===== src/rtl/parking_pkg.sv =====
// Shared definitions for the parking sensor path: debounce state encodings and
// default lot sizing reused by the tracker, display and gate blocks.
`timescale 1ns/1ps
package parking_pkg;

  localparam int CAPACITY_DEF    = 8;
  localparam int CNT_W_DEF       = 4;
  localparam int DEB_SAMPLES_DEF = 4;

  typedef enum logic [1:0] {
    LOW     = 2'd0,
    CONF_HI = 2'd1,
    HIGH    = 2'd2,
    CONF_LO = 2'd3
  } deb_state_t;

endpackage


===== src/rtl/sensor_debounce.sv =====
// One sensor channel: 2-flop synchronizer, tick-qualified debounce FSM with a
// sample counter, and a one-clock pulse on each accepted low-to-high change.
`timescale 1ns/1ps
module sensor_debounce
  import parking_pkg::*;
#(
  parameter int DEB_SAMPLES = DEB_SAMPLES_DEF
) (
  input  logic clk_in,
  input  logic rst,
  input  logic tick_100hz,
  input  logic raw,
  output logic rise
);

  localparam int CNT_DW = $clog2(DEB_SAMPLES + 1);
  localparam logic [CNT_DW-1:0] DEB_LAST = CNT_DW'(DEB_SAMPLES);

  logic              sync_p0;
  logic              sync_p1;
  deb_state_t        state;
  logic [CNT_DW-1:0] cnt;
  logic [CNT_DW-1:0] cnt_inc;

  assign cnt_inc = cnt + 1'b1;

  // Synchronize the raw level, then advance the debounce FSM on each tick; a
  // level change is accepted on the tick where the count of agreeing samples
  // reaches DEB_SAMPLES, and rise fires in the first cycle spent in HIGH.
  always_ff @(posedge clk_in or posedge rst) begin
    if (rst) begin
      sync_p0 <= 1'b0;
      sync_p1 <= 1'b0;
      state   <= LOW;
      cnt     <= '0;
      rise    <= 1'b0;
    end else begin
      sync_p0 <= raw;
      sync_p1 <= sync_p0;
      rise    <= 1'b0;
      if (tick_100hz) begin
        case (state)
          LOW: begin
            if (sync_p1) begin
              state <= CONF_HI;
              cnt   <= CNT_DW'(1);
            end
          end
          CONF_HI: begin
            if (sync_p1) begin
              cnt <= cnt_inc;
              if (cnt_inc == DEB_LAST) begin
                state <= HIGH;
                rise  <= 1'b1;
              end
            end else begin
              state <= LOW;
              cnt   <= '0;
            end
          end
          HIGH: begin
            if (!sync_p1) begin
              state <= CONF_LO;
              cnt   <= CNT_DW'(1);
            end
          end
          CONF_LO: begin
            if (!sync_p1) begin
              cnt <= cnt_inc;
              if (cnt_inc == DEB_LAST) begin
                state <= LOW;
              end
            end else begin
              state <= HIGH;
              cnt   <= '0;
            end
          end
          default: begin
            state <= LOW;
            cnt   <= '0;
          end
        endcase
      end
    end
  end

endmodule


===== src/rtl/parking_sensor_tracker.sv =====
// Parking occupancy tracker: debounces entry/exit IR sensors on the 100 Hz
// enable and keeps a saturating car count with full/empty/free-slot status.
`timescale 1ns/1ps
module parking_sensor_tracker
  import parking_pkg::*;
#(
  parameter int CAPACITY    = CAPACITY_DEF,
  parameter int CNT_W       = CNT_W_DEF,
  parameter int DEB_SAMPLES = DEB_SAMPLES_DEF
) (
  input  logic             clk_in,
  input  logic             rst,
  input  logic             tick_100hz,
  input  logic             entry_raw,
  input  logic             exit_raw,
  output logic [CNT_W-1:0] occupied,
  output logic [CNT_W-1:0] free_slots,
  output logic             full,
  output logic             empty,
  output logic             entry_evt,
  output logic             exit_evt,
  output logic             reject,
  output logic             underflow
);

  localparam logic [CNT_W-1:0] CAP = CNT_W'(CAPACITY);

  logic entry_rise;
  logic exit_rise;

  sensor_debounce #(.DEB_SAMPLES(DEB_SAMPLES)) u_entry_deb (
    .clk_in     (clk_in),
    .rst        (rst),
    .tick_100hz (tick_100hz),
    .raw        (entry_raw),
    .rise       (entry_rise)
  );

  sensor_debounce #(.DEB_SAMPLES(DEB_SAMPLES)) u_exit_deb (
    .clk_in     (clk_in),
    .rst        (rst),
    .tick_100hz (tick_100hz),
    .raw        (exit_raw),
    .rise       (exit_rise)
  );

  assign full       = (occupied == CAP);
  assign empty      = (occupied == '0);
  assign free_slots = CAP - occupied;

  // Apply accepted arrivals to the saturating count; a simultaneous entry and
  // exit cancel out and are both reported regardless of full/empty.
  always_ff @(posedge clk_in or posedge rst) begin
    if (rst) begin
      occupied  <= '0;
      entry_evt <= 1'b0;
      exit_evt  <= 1'b0;
      reject    <= 1'b0;
      underflow <= 1'b0;
    end else begin
      entry_evt <= 1'b0;
      exit_evt  <= 1'b0;
      reject    <= 1'b0;
      underflow <= 1'b0;
      case ({entry_rise, exit_rise})
        2'b11: begin
          entry_evt <= 1'b1;
          exit_evt  <= 1'b1;
        end
        2'b10: begin
          if (full) begin
            reject <= 1'b1;
          end else begin
            occupied  <= occupied + 1'b1;
            entry_evt <= 1'b1;
          end
        end
        2'b01: begin
          if (empty) begin
            underflow <= 1'b1;
          end else begin
            occupied <= occupied - 1'b1;
            exit_evt <= 1'b1;
          end
        end
        default: ;
      endcase
    end
  end

endmodule


===== config.mk =====
export PLATFORM = sky130hd
export DESIGN_NAME = parking_sensor_tracker
export DESIGN_NICKNAME = d
export VERILOG_FILES = /design/src/rtl/parking_pkg.sv /design/src/rtl/sensor_debounce.sv /design/src/rtl/parking_sensor_tracker.sv
export SDC_FILE = /design/constraint.sdc
export NUM_CORES = 1
export LEC_CHECK = 0
export ABC_CLOCK_PERIOD_IN_PS = 2800
export CELL_PAD_IN_SITES_DETAIL_PLACEMENT = 1
export CELL_PAD_IN_SITES_GLOBAL_PLACEMENT = 2
export CORE_ASPECT_RATIO = 1.5
export CORE_UTILIZATION = 25
export CTS_BUF_LIST = sky130_fd_sc_hd__clkbuf_8
export DETAILED_ROUTE_END_ITERATION = 6
export GPL_TIMING_DRIVEN = 0
export PLACE_DENSITY = 0.7
export SYNTH_ARGS = -nofsm -noshare
export SYNTH_HDL_FRONTEND = slang
export SYNTH_SLANG_ARGS = --single-unit

===== constraint.sdc =====
create_clock -name clk_in -period 2.8 [get_ports clk_in]
set_clock_uncertainty 0.1 [all_clocks]
set_input_delay 0.56 -clock clk_in [delete_from_list [all_inputs] [get_ports clk_in]]
set_output_delay 0.56 -clock clk_in [all_outputs]
set_load 0.05 [all_outputs]

Yosys cells after proc, flatten, opt, wreduce, memory -nomap -nowiden --
Cells that the tools add are included.
Cells by class: $add $sub $neg 5, multipliers 0, div/mod/pow operators 0, order comparisons 0, eq/ne operators 22, shift operators 0, multiplexer cells 43, bitwise gates (word level) 0, reductions and logical operators 9
Operators with widths (count):
- two-way mux 2 bit | 12
- two-way mux 3 bit | 8
- one-hot mux 3 bit (4 select lines) | 2
- one-hot mux 2 bit (4 select lines) | 2
- two-way mux 1 bit | 14
- == test 2 bit (second input constant) | 6
- AND reduction 5 bit | 2
- AND reduction 3 bit | 3
- two-way mux 4 bit | 2
- inequality test 2 bit (second input constant) | 4
- one-hot mux 4 bit (2 select lines) | 1
- adder 3 x 1 -> 3 bit (second input constant) | 2
- == test 2 x 1 -> 1 bit (second input constant) | 3
- == test 3 bit (second input constant) | 2
- inequality test 3 x 1 -> 1 bit (second input constant) | 2
- inequality test 3 bit (second input constant) | 2
- adder 4 x 1 -> 4 bit (second input constant) | 1
- == test 4 bit (second input constant) | 1
- zero test 2 bit | 2
- zero test 4 bit | 1
- inequality test 2 x 1 -> 1 bit (second input constant) | 2
- one-hot mux 1 bit (2 select lines) | 2
- subtractor 4 x 1 -> 4 bit (second input constant) | 1
- subtractor 4 bit (first input constant) | 1
- nonzero test 2 bit | 1
Storage, ports and cells: register bits after elaboration 24, bits in latches 0, RAM bits 0, memory bits (read-only) 0, input port bits 5, output and inout bits 14, logic and storage cells 94, memories 0

Depth between registers and ports, before layout --
Gate-level depths: netlist of run 1.
depth in word-level cells 6, gate-level depth with buffers 8, gate-level depth less buffers 7

Modules after synthesis --
From an unflattened synthesis of run 1, not the netlist that was laid out.
Second synthesis, totals: cell total of the unflattened synthesis 99, area total of the unflattened synthesis 1127.3 µm²
Modules (own cells, without submodules):
- sensor_debounce | times used 2, cells an instance 29, area each 337.8 µm², seq. area each 200.2 µm²
- parking_sensor_tracker | times used 1, cells an instance 41, area each 451.7 µm², seq. area each 200.2 µm²

Worst setup path after synthesis of run 1 --
No wires, ideal clock.
kind reg-to-output, start register occupied[1], end output port free_slots[2], arrival 1.898 ns, required time 2.140 ns, slack 0.242 ns, stages on the path, launching flop included 4, path buffers 0, path through dfrtp_1 -> inv_1 -> ha_1 -> xnor2_1
Between the ends: cells in the longest elaborated chain, start to end 1
RTL lines:
- start, declared | line parking_sensor_tracker.sv:16 | output logic [CNT_W-1:0] occupied,
- start signal, assigned | line parking_sensor_tracker.sv:74 | occupied <= occupied + 1'b1;
- start signal, assigned | line parking_sensor_tracker.sv:82 | occupied <= occupied - 1'b1;
- subtractor 4 bit | line parking_sensor_tracker.sv:49 | assign free_slots = CAP - occupied;
- end, declared | line parking_sensor_tracker.sv:17 | output logic [CNT_W-1:0] free_slots,
No other way between the ends.

Worst setup path after layout of run 1 --
start register occupied[0], end output port free_slots[1]
Same word-level chain as after synthesis.

==> reports/qor.txt, run 1 <==
OUTCOME
------------------------------------------------------------------------------------------
Run status .................................................................. finished with violations
Failing checks .............................................................. design-rule violations

YOSYS
------------------------------------------------------------------------------------------
Number of warnings issued by yosys ..........................................            0
Xor and xnor area share after synthesis .....................................        7.77%
Share of synthesized cell area in full adder, half adder and majority cells .        6.66%
Count of distinct cell types in the synthesized netlist .....................           27
Top cell type by total area after synthesis ................................. sky130_fd_sc_hd__dfrtp_1
Mapped Cells ................................................................          105
Simple logic cell fraction of the synthesized area ..........................        15.2%
Total standard cell area after synthesis ....................................    1130 um^2
Synthesized net count .......................................................          116
Flip-flop and latch count after synthesis ...................................           24
Top area cells in the synthesized netlist ................................... sky130_fd_sc_hd__dfrtp_1 53%, sky130_fd_sc_hd__ha_1 6.7%, sky130_fd_sc_hd__nand2_1 4.7%, sky130_fd_sc_hd__xor2_1 4.7%, sky130_fd_sc_hd__o21ai_0 3.6%
Combinational family with the most area after synthesis ..................... simple AND/OR/NAND/NOR gates
Avg Inst Size Synth .........................................................    10.7 um^2
Post-synthesis compound-gate area fraction ..................................        7.44%
Multiplexer share of the synthesized area ...................................        3.22%
Fraction of post-synthesis cell area in the top cell type by area ...........        53.3%
Sequential fraction of the synthesis area ...................................        53.3%

SETUP PATH
------------------------------------------------------------------------------------------
Category of the worst setup path capture point .............................. primary output
Reg-to-reg setup timing slack ...............................................      1.09 ns
Data required time at the worst endpoint ....................................      2.14 ns
CP startpoint kind ..........................................................     register
WP data arrival .............................................................      1.88 ns
Slowest CP cell ............................................................. sky130_fd_sc_hd__clkdlybuf4s50_1
Crit path max fanout ........................................................            7
Source of the worst register-to-register timing path ........................ occupied[0]$_DFFE_PP0P_
CP max stage delay ..........................................................      0.80 ns
Crit path kind ..............................................................      reg2out
Endpoint of the lowest-slack register-to-register path ...................... occupied[1]$_DFFE_PP0P_
Cells along the critical path ............................................... inv_1 -> ha_1 -> clkdlybuf4s50_1
Worst reg-to-reg path cell count ............................................            5

ROUTE
------------------------------------------------------------------------------------------
Average vias per placed instance ............................................         4.64
Number of DRC violations after detailed routing .............................            8
1st-pass router iterations ..................................................            5
Total wire length ...........................................................      2060 um
Total via count after detailed routing ......................................          802
Starting DRC count in detailed routing ......................................           15
DR WL/cell ..................................................................      11.9 um
DRT antenna net count .......................................................            0

TIMING
------------------------------------------------------------------------------------------
Setup TNS after final layout ................................................         0 ns
Number of failing setup endpoints in the final timing report ................            0
Highest clock rate ..........................................................    0.394 GHz
Final-report max-slew violation count .......................................            0
Worst-margin pin slew .......................................................     0.917 ns
Count of final hold-check violations ........................................            0
Portion of the clock cycle consumed by the worst path in the final layout ...        90.7%
Normalized max-slew margin ..................................................        38.8%
Unrepaired setup endpoints after global routing .............................           no
Post-layout min period ......................................................      2.54 ns

FLOORPLAN
------------------------------------------------------------------------------------------
Floorplan Core Area .........................................................    4280 um^2
Number of primary I/O pins ..................................................           19
Std-Cell Rows ...............................................................           29
Floorplan die area ..........................................................    4790 um^2
Overall die width ...........................................................      56.8 um
Effective utilization at floorplan ..........................................        26.3%
Vertical die dimension ......................................................      84.2 um

MIN PATH
------------------------------------------------------------------------------------------
Hold depth ..................................................................            0
Hold path endpoint .......................................................... u_entry_deb.sync_p1$_DFF_PP0_
Min-Delay Startpoint ........................................................ u_entry_deb.sync_p0$_DFF_PP0_
Path type of the worst min-delay path .......................................      reg2reg

GLOBAL ROUTING
------------------------------------------------------------------------------------------
Met1 usage ..................................................................        11.0%
Met3 Track Usage GR .........................................................        1.39%
Total global routing overflow ...............................................            0
Via count of the first global-routing pass ..................................          826
Total routing resource utilization after global routing .....................        9.83%
Antenna violations before repair ............................................            0
GR Layer Usage met2 .........................................................        18.3%
First-pass GRT wire length ..................................................      3700 um
Largest net degree at the start of global routing ...........................           25
Most heavily used metal layer in global routing .............................         met2

PWR
------------------------------------------------------------------------------------------
Clock group share of total power ............................................        22.3%
Peak supply drop ............................................................     0.286 mV
Static power due to leakage .................................................     0.714 nW
Switching share of total power ..............................................        39.4%
Total power divided by cell area ............................................  926 nW/um^2
Internal power component ....................................................   0.000812 W
Part of the total power dissipated in combinational logic ...................        41.0%
Power share of the sequential group .........................................        36.8%
Net load switching power ....................................................   0.000528 W

FINISH
------------------------------------------------------------------------------------------
Ratio of cells with drive above 1 in the final layout .......................        11.0%
Number of antenna repair diodes .............................................            0
Post-synthesis to final-layout area growth ..................................        28.3%
Fill cells ..................................................................          484
Final net count .............................................................          139
Non-filler cells in the finished layout .....................................          173

CLOCK NETWORK
------------------------------------------------------------------------------------------
Clk buf depth ...............................................................            2
CTS buffer count ............................................................            3
CTS clock-pin slew for the worst setup and hold paths .......................      0.08 ns
Root buffer cell ............................................................ sky130_fd_sc_hd__clkbuf_8
TritonCTS clock tree ........................................................        built
CTS H-tree lvls .............................................................            1
Later-pin clock latency in the skew report ..................................      0.26 ns
Sinks on the clock net ......................................................           24

PLACED DESIGN
------------------------------------------------------------------------------------------
Port-buffer cells ...........................................................           18
Cell count after placement ..................................................          169
Gp weighted congestion ......................................................        0.682
Estimated wirelength of the detail-placed design ............................      1610 um

FLOW RUN
------------------------------------------------------------------------------------------
Maximum Capacitance Violations ..............................................            0

## per-stage QoR
stage          hold slack (ns)  utilization (%)  area, um^2  power, W  setup WS [ns]
2_1_floorplan            0.231                -        1130  0.000891          0.242
3_3_place_gp             0.236             31.9        1370   0.00104          0.345
3_5_place_dp             0.236             31.9        1370   0.00106          0.294
4_1_cts                  0.256             33.5        1440   0.00137        0.00188
5_1_grt                  0.266             33.8        1450   0.00144          0.171
6_report                 0.253             33.8        1450   0.00134          0.261
## per-layer routing
metal	up-vias	part of all wire, %
met3	2	3.9
met2	18	55
met4	0	1.0
met5	-	0
li1	387	-
met1	395	40
## state kept, by name, summed over array words and instances, names as in the netlist, named ones only
name and flops:
u_entry_deb.sync_p0 1, u_entry_deb.state 1, u_exit_deb.rise 1, occupied 4
u_exit_deb.sync_p0 1, u_entry_deb.rise 1, entry_evt 1, u_exit_deb.state 1
underflow 1, u_entry_deb.cnt 3, u_exit_deb.sync_p1 1, reject 1
u_entry_deb.sync_p1 1, exit_evt 1, u_exit_deb.cnt 3
## Yosys cell counts, drive strengths merged
cell / n
a21oi: 1
buf: 4
dfrtp: 24
ha: 6
inv: 10
mux2: 2
mux2i: 1
nand2: 14
nand2b: 3
nand3: 6
nand3b: 1
nand4: 2
nor2: 4
nor3: 2
nor3b: 2
o21a: 1
o21ai: 11
o31a: 1
xnor2: 4
xor2: 6
## final cells by class
cell class | count | area (um^2) | share of cell area (%)
Multi-Input combinational cell | 67 | 454 | 31.4
Buffer | 4 | 35.0 | 2.42
Inverter | 10 | 37.5 | 2.60
Tap cell | 46 | 57.6 | 3.98
Clock buffer | 3 | 41.3 | 2.85
Timing Repair Buffer | 18 | 190 | 13.1
Clock inverter | 1 | 30.0 | 2.08
Sequential cell | 24 | 601 | 41.5
## what timing repair did
action,in CTS,in global routing
endpoints found under the hold margin,0,0
hold buffers,0,0
setup endpoints to repair,0,4
setup buffers,0,0
resized for setup,0,4
## cells by family (layout without fill, tap and decap cells)
group / Yosys count / after routing
AND/OR/NAND/NOR: 34 / 34
flip-flops: 24 / 24
AO/OA/AOI/OAI: 14 / 14
buffers and inverters: 14 / 36
XOR/XNOR: 10 / 10
adder cells (fa/ha/maj): 6 / 6
multiplexers: 3 / 3
## worst max-delay path by stage
stage,from,end,slack [ns],cells past startpoint
2_1_floorplan,occupied[1]$_DFFE_PP0P_,free_slots[2],0.24,3
3_3_place_gp,occupied[1]$_DFFE_PP0P_,full,0.34,5
3_5_place_dp,occupied[1]$_DFFE_PP0P_,full,0.29,5
4_1_cts,occupied[0]$_DFFE_PP0P_,full,0.002,5
5_1_grt,occupied[1]$_DFFE_PP0P_,free_slots[1],0.17,3
6_report,occupied[0]$_DFFE_PP0P_,free_slots[1],0.26,3
## power by group through the flow
stage	combinational (W)	clock, W	sequential (W)
after global placement	0.000541	0	0.000497
after global routing	0.000605	0.000325	0.000507
after floorplan	0.000372	0	0.000519
after detailed placement	0.000563	0	0.000501
after CTS	0.000565	0.000310	0.000495
final	0.000549	0.000299	0.000492
## critical path, delay by kind of cell (launching register included)
family / cells / cell delay [ns]
fa+ha+maj: 1 / 0.27
buf+inv: 2 / 0.88
flops: 1 / 0.48
## placed cells by master (no fill, tap or decap)
| cell type | count |
|---|---|
| sky130_fd_sc_hd__a21oi_2 | 1 |
| sky130_fd_sc_hd__buf_2 | 1 |
| sky130_fd_sc_hd__buf_4 | 1 |
| sky130_fd_sc_hd__buf_6 | 2 |
| sky130_fd_sc_hd__bufinv_16 | 1 |
| sky130_fd_sc_hd__clkbuf_8 | 3 |
| sky130_fd_sc_hd__clkdlybuf4s50_1 | 14 |
| sky130_fd_sc_hd__dfrtp_1 | 24 |
| sky130_fd_sc_hd__dlymetal6s2s_1 | 4 |
| sky130_fd_sc_hd__ha_1 | 6 |
| sky130_fd_sc_hd__inv_1 | 10 |
| sky130_fd_sc_hd__mux2_2 | 1 |
| sky130_fd_sc_hd__mux2_4 | 1 |
| sky130_fd_sc_hd__mux2i_1 | 1 |
| sky130_fd_sc_hd__nand2_1 | 14 |
| sky130_fd_sc_hd__nand2b_1 | 1 |
| sky130_fd_sc_hd__nand2b_2 | 1 |
| sky130_fd_sc_hd__nand2b_4 | 1 |
| sky130_fd_sc_hd__nand3_1 | 6 |
| sky130_fd_sc_hd__nand3b_1 | 1 |
| sky130_fd_sc_hd__nand4_1 | 2 |
| sky130_fd_sc_hd__nor2_1 | 4 |
| sky130_fd_sc_hd__nor3_1 | 2 |
| sky130_fd_sc_hd__nor3b_1 | 2 |
| sky130_fd_sc_hd__o21a_1 | 1 |
| sky130_fd_sc_hd__o21ai_0 | 8 |
| sky130_fd_sc_hd__o21ai_1 | 2 |
| sky130_fd_sc_hd__o21ai_2 | 1 |
| sky130_fd_sc_hd__o31a_1 | 1 |
| sky130_fd_sc_hd__xnor2_1 | 4 |
| sky130_fd_sc_hd__xor2_1 | 6 |
Note: power is estimated with default switching activity, not from simulation.
==> run 2: changes to the inputs <==
--- a/config.mk
+++ b/config.mk
@@ -6,9 +6,11 @@
 export NUM_CORES = 1
 export LEC_CHECK = 0
 export ABC_CLOCK_PERIOD_IN_PS = 2800
+export CAP_MARGIN = 40
 export CELL_PAD_IN_SITES_DETAIL_PLACEMENT = 1
 export CELL_PAD_IN_SITES_GLOBAL_PLACEMENT = 2
 export CORE_ASPECT_RATIO = 1.5
+export CORE_MARGIN = 1.5
 export CORE_UTILIZATION = 25
 export CTS_BUF_LIST = sky130_fd_sc_hd__clkbuf_8
 export DETAILED_ROUTE_END_ITERATION = 6
==> run 2 against run 1 <==
  * Register-to-register slack got worse by 0.02 ns
  * Routed wire length increased by 8.3%
  * Hold slack about the same
  * The run still ends with design-rule violations left
  * Critical path type unchanged
  * Via count increased by 2.1%
==> reports/qor.txt, run 2 (synthesized netlist as in run 1, its figures left out) <==
OUTCOME
----------------------------------------------------------------------------------------
Run status ................................................................ finished with violations   unchanged
Failing checks ............................................................ design-rule violations   unchanged

ROUTE
----------------------------------------------------------------------------------------
Number of DRC violations after detailed routing ...........................            3   was 8
1st-pass router iterations ................................................            6   was 5
Total via count after detailed routing ....................................          819   was 802
Average vias per placed instance ..........................................         4.71   was 4.64
DRT antenna net count .....................................................            0   unchanged
DR WL/cell ................................................................      12.8 um   was 11.9 um
Starting DRC count in detailed routing ....................................           17   was 15
Total wire length .........................................................      2230 um   was 2060 um

PLACED DESIGN
----------------------------------------------------------------------------------------
Estimated wirelength of the detail-placed design ..........................      1750 um   was 1610 um
Area post-placement .......................................................    1390 um^2   was 1370 um^2
Pre-CTS setup slack .......................................................     0.290 ns   was 0.294 ns
Gp weighted congestion ....................................................        0.672   was 0.682
Port-buffer cells .........................................................           18   unchanged

CLOCK NETWORK
----------------------------------------------------------------------------------------
CTS clock-pin slew for the worst setup and hold paths .....................      0.08 ns   about the same
Root buffer cell .......................................................... sky130_fd_sc_hd__clkbuf_8   unchanged
Clk buf depth .............................................................            2   unchanged
Number of hold-repair buffers added at the cts stage ......................            0   unchanged
Later-pin clock latency in the skew report ................................      0.27 ns   was 0.26 ns
TritonCTS clock tree ......................................................        built   unchanged
CTS buffer count ..........................................................            3   unchanged
CTS H-tree lvls ...........................................................            1   unchanged
Sinks on the clock net ....................................................           24   unchanged

GLOBAL ROUTING
----------------------------------------------------------------------------------------
First-pass GRT wire length ................................................      4030 um   was 3700 um
Total routing resource utilization after global routing ...................        10.6%   was 9.83%
Total global routing overflow .............................................            0   unchanged
Antenna violations before repair ..........................................            0   unchanged
Via count of the first global-routing pass ................................          872   was 826
Largest net degree at the start of global routing .........................           17   was 25

PWR
----------------------------------------------------------------------------------------
Internal power component ..................................................   0.000750 W   was 0.000812 W
Part of the total power dissipated in combinational logic .................        43.2%   was 41.0%
Power share of the sequential group .......................................        38.5%   was 36.8%
Net load switching power ..................................................   0.000532 W   was 0.000528 W
Clock group share of total power ..........................................        18.3%   was 22.3%
Switching share of total power ............................................        41.5%   was 39.4%
Static power due to leakage ...............................................     0.706 nW   was 0.714 nW
Peak supply drop ..........................................................     0.227 mV   was 0.286 mV
Total power divided by cell area ..........................................  881 nW/um^2   was 926 nW/um^2

TIMING
----------------------------------------------------------------------------------------
Portion of the clock cycle consumed by the worst path in the final layout .        91.3%   was 90.7%
Post-layout min period ....................................................      2.56 ns   was 2.54 ns
Count of final hold-check violations ......................................            0   unchanged
Smallest setup slack after layout .........................................     0.243 ns   was 0.261 ns
Highest clock rate ........................................................    0.391 GHz   was 0.394 GHz
Normalized max-slew margin ................................................        65.9%   was 38.8%
Unrepaired setup endpoints after global routing ...........................           no   unchanged
Setup TNS after final layout ..............................................         0 ns   unchanged
Worst-case hold slack .....................................................     0.253 ns   about the same
Number of failing setup endpoints in the final timing report ..............            0   unchanged
Final-report max-slew violation count .....................................            0   unchanged
Worst-margin pin slew .....................................................     0.510 ns   was 0.917 ns

SETUP PATH
----------------------------------------------------------------------------------------
Dominant delay contributor by cell family on the critical path ............ buffers and inverters   unchanged
Cells along the critical path ............................................. inv_1 -> ha_1 -> clkdlybuf4s50_1   unchanged
Data required time at the worst endpoint ..................................      2.14 ns   about the same
WP data arrival ...........................................................      1.90 ns   was 1.88 ns
Category of the worst setup path capture point ............................ primary output   unchanged
Buffers and inverters on the worst path ...................................            2   unchanged
Slowest CP cell ........................................................... sky130_fd_sc_hd__clkdlybuf4s50_1   unchanged
Crit path kind ............................................................      reg2out   unchanged
CP startpoint kind ........................................................     register   unchanged
CP max stage delay ........................................................      0.79 ns   was 0.80 ns
Crit path max fanout ......................................................            7   unchanged

FLOORPLAN
----------------------------------------------------------------------------------------
Floorplan die area ........................................................    4930 um^2   was 4790 um^2
Effective utilization at floorplan ........................................        26.3%   unchanged
Number of primary I/O pins ................................................           19   unchanged
Vertical die dimension ....................................................      85.2 um   was 84.2 um
Std-Cell Rows .............................................................           29   unchanged
Floorplan Core Area .......................................................    4280 um^2   unchanged
Overall die width .........................................................      57.8 um   was 56.8 um

FINISH
----------------------------------------------------------------------------------------
Cell area after layout ....................................................    1450 um^2   about the same
Most frequent cells in the layout ......................................... 24 x sky130_fd_sc_hd__dfrtp_1, 14 x sky130_fd_sc_hd__nand2_1, 14 x sky130_fd_sc_hd__clkdlybuf4s50_1, 10 x sky130_fd_sc_hd__inv_1, 8 x sky130_fd_sc_hd__o21ai_0   unchanged
Final net count ...........................................................          140   was 139
Largest registers ......................................................... occupied x4, u_entry_deb.cnt x3, u_exit_deb.cnt x3   unchanged
Final core occ ............................................................        34.0%   was 33.8%
Ratio of cells with drive above 1 in the final layout .....................        11.7%   was 11.0%
Top reg by flops ..........................................................     occupied   unchanged
Commonest non-fill, non-tap cell in the layout ............................ sky130_fd_sc_hd__dfrtp_1   unchanged
Post-synthesis to final-layout area growth ................................        29.0%   was 28.3%
Max FFs per register ......................................................            4   unchanged
Number of antenna repair diodes ...........................................            0   unchanged

FLOW RUN
----------------------------------------------------------------------------------------
Maximum Capacitance Violations ............................................            0   unchanged

MIN PATH
----------------------------------------------------------------------------------------
Path type of the worst min-delay path .....................................      reg2reg   unchanged

[run 2: cell types whose count changed in the layout (fill, tap and decap cells not counted)]
cell / previous run / this run
sky130_fd_sc_hd__buf_16: 0 / 1
sky130_fd_sc_hd__bufinv_16: 1 / 0
sky130_fd_sc_hd__clkbuf_8: 3 / 4
sky130_fd_sc_hd__dlygate4sd2_1: 0 / 1
sky130_fd_sc_hd__dlymetal6s2s_1: 4 / 3
[run 2: per-layer routing]
metal / vias up / wire length [um] / GRT usage, %
met5: - / 0 / 0
met2: 21 / 1240 / 18.8
met3: 5 / 94 / 1.83
met4: 0 / 55 / 5.71
li1: 390 / - / -
met1: 403 / 834 / 11.5
[run 2: power by group through the flow]
| stage | Sequential, W | Combinational, W | Clock (W) |
|---|---|---|---|
| 3_3_place_gp | 0.000497 | 0.000543 | 0 |
| 6_report | 0.000493 | 0.000553 | 0.000235 |
| 3_5_place_dp | 0.000502 | 0.000567 | 0 |
| 5_1_grt | 0.000509 | 0.000620 | 0.000259 |
| 2_1_floorplan | 0.000519 | 0.000372 | 0 |
| 4_1_cts | 0.000495 | 0.000567 | 0.000252 |
[run 2: cell type report]
cell class	count	area, um^2
Buffer	4	35.0
Clock buffer	4	55.1
Fill cell	501	2830
Inverter	10	37.5
Multi-Input combinational cell	67	454
Sequential cell	24	601
Tap cell	46	57.6
Timing Repair Buffer	19	214
[run 2: path summary, 6_finish.rpt]
| kind | to | depth (start not counted) | startpoint | slack, ns |
|---|---|---|---|---|
| setup / recovery | free_slots[1] | 3 | occupied[1]$_DFFE_PP0P_ | 0.24 |
| hold / removal | u_exit_deb.sync_p1$_DFF_PP0_ | 0 | u_exit_deb.sync_p0$_DFF_PP0_ | 0.25 |
| setup reg to reg | occupied[1]$_DFFE_PP0P_ | 5 | occupied[1]$_DFFE_PP0P_ | 1.07 |
| hold reg to reg | u_exit_deb.sync_p1$_DFF_PP0_ | 0 | u_exit_deb.sync_p0$_DFF_PP0_ | 0.25 |
| max in group asynchronous | u_entry_deb.cnt[0]$_DFFE_PP0P_ | 3 | rst | 1.67 |
| min in group asynchronous | u_exit_deb.cnt[1]$_DFFE_PP0P_ | 2 | rst | 0.49 |
[run 2: what timing repair did]
action                     CTS  global route
setup endpoints to repair    1             3
buffers inserted             0             0
gates resized for setup      1             3
[run 2: worst reg2reg max path: cells and delay by family, from the launching register on]
kind	cells	cell delay, ns
buf+inv	1	0.09
flops	1	0.47
mux	1	0.33
fa+ha+maj	1	0.26
compound gates	1	0.27
simple gates	1	0.10
[run 2: stage by stage]
stage | total power, W | std cells
2_1_floorplan | 0.000891 | 105
3_3_place_gp | 0.00104 | 169
3_5_place_dp | 0.00107 | 170
4_1_cts | 0.00131 | 174
5_1_grt | 0.00139 | 174
6_report | 0.00128 | 174
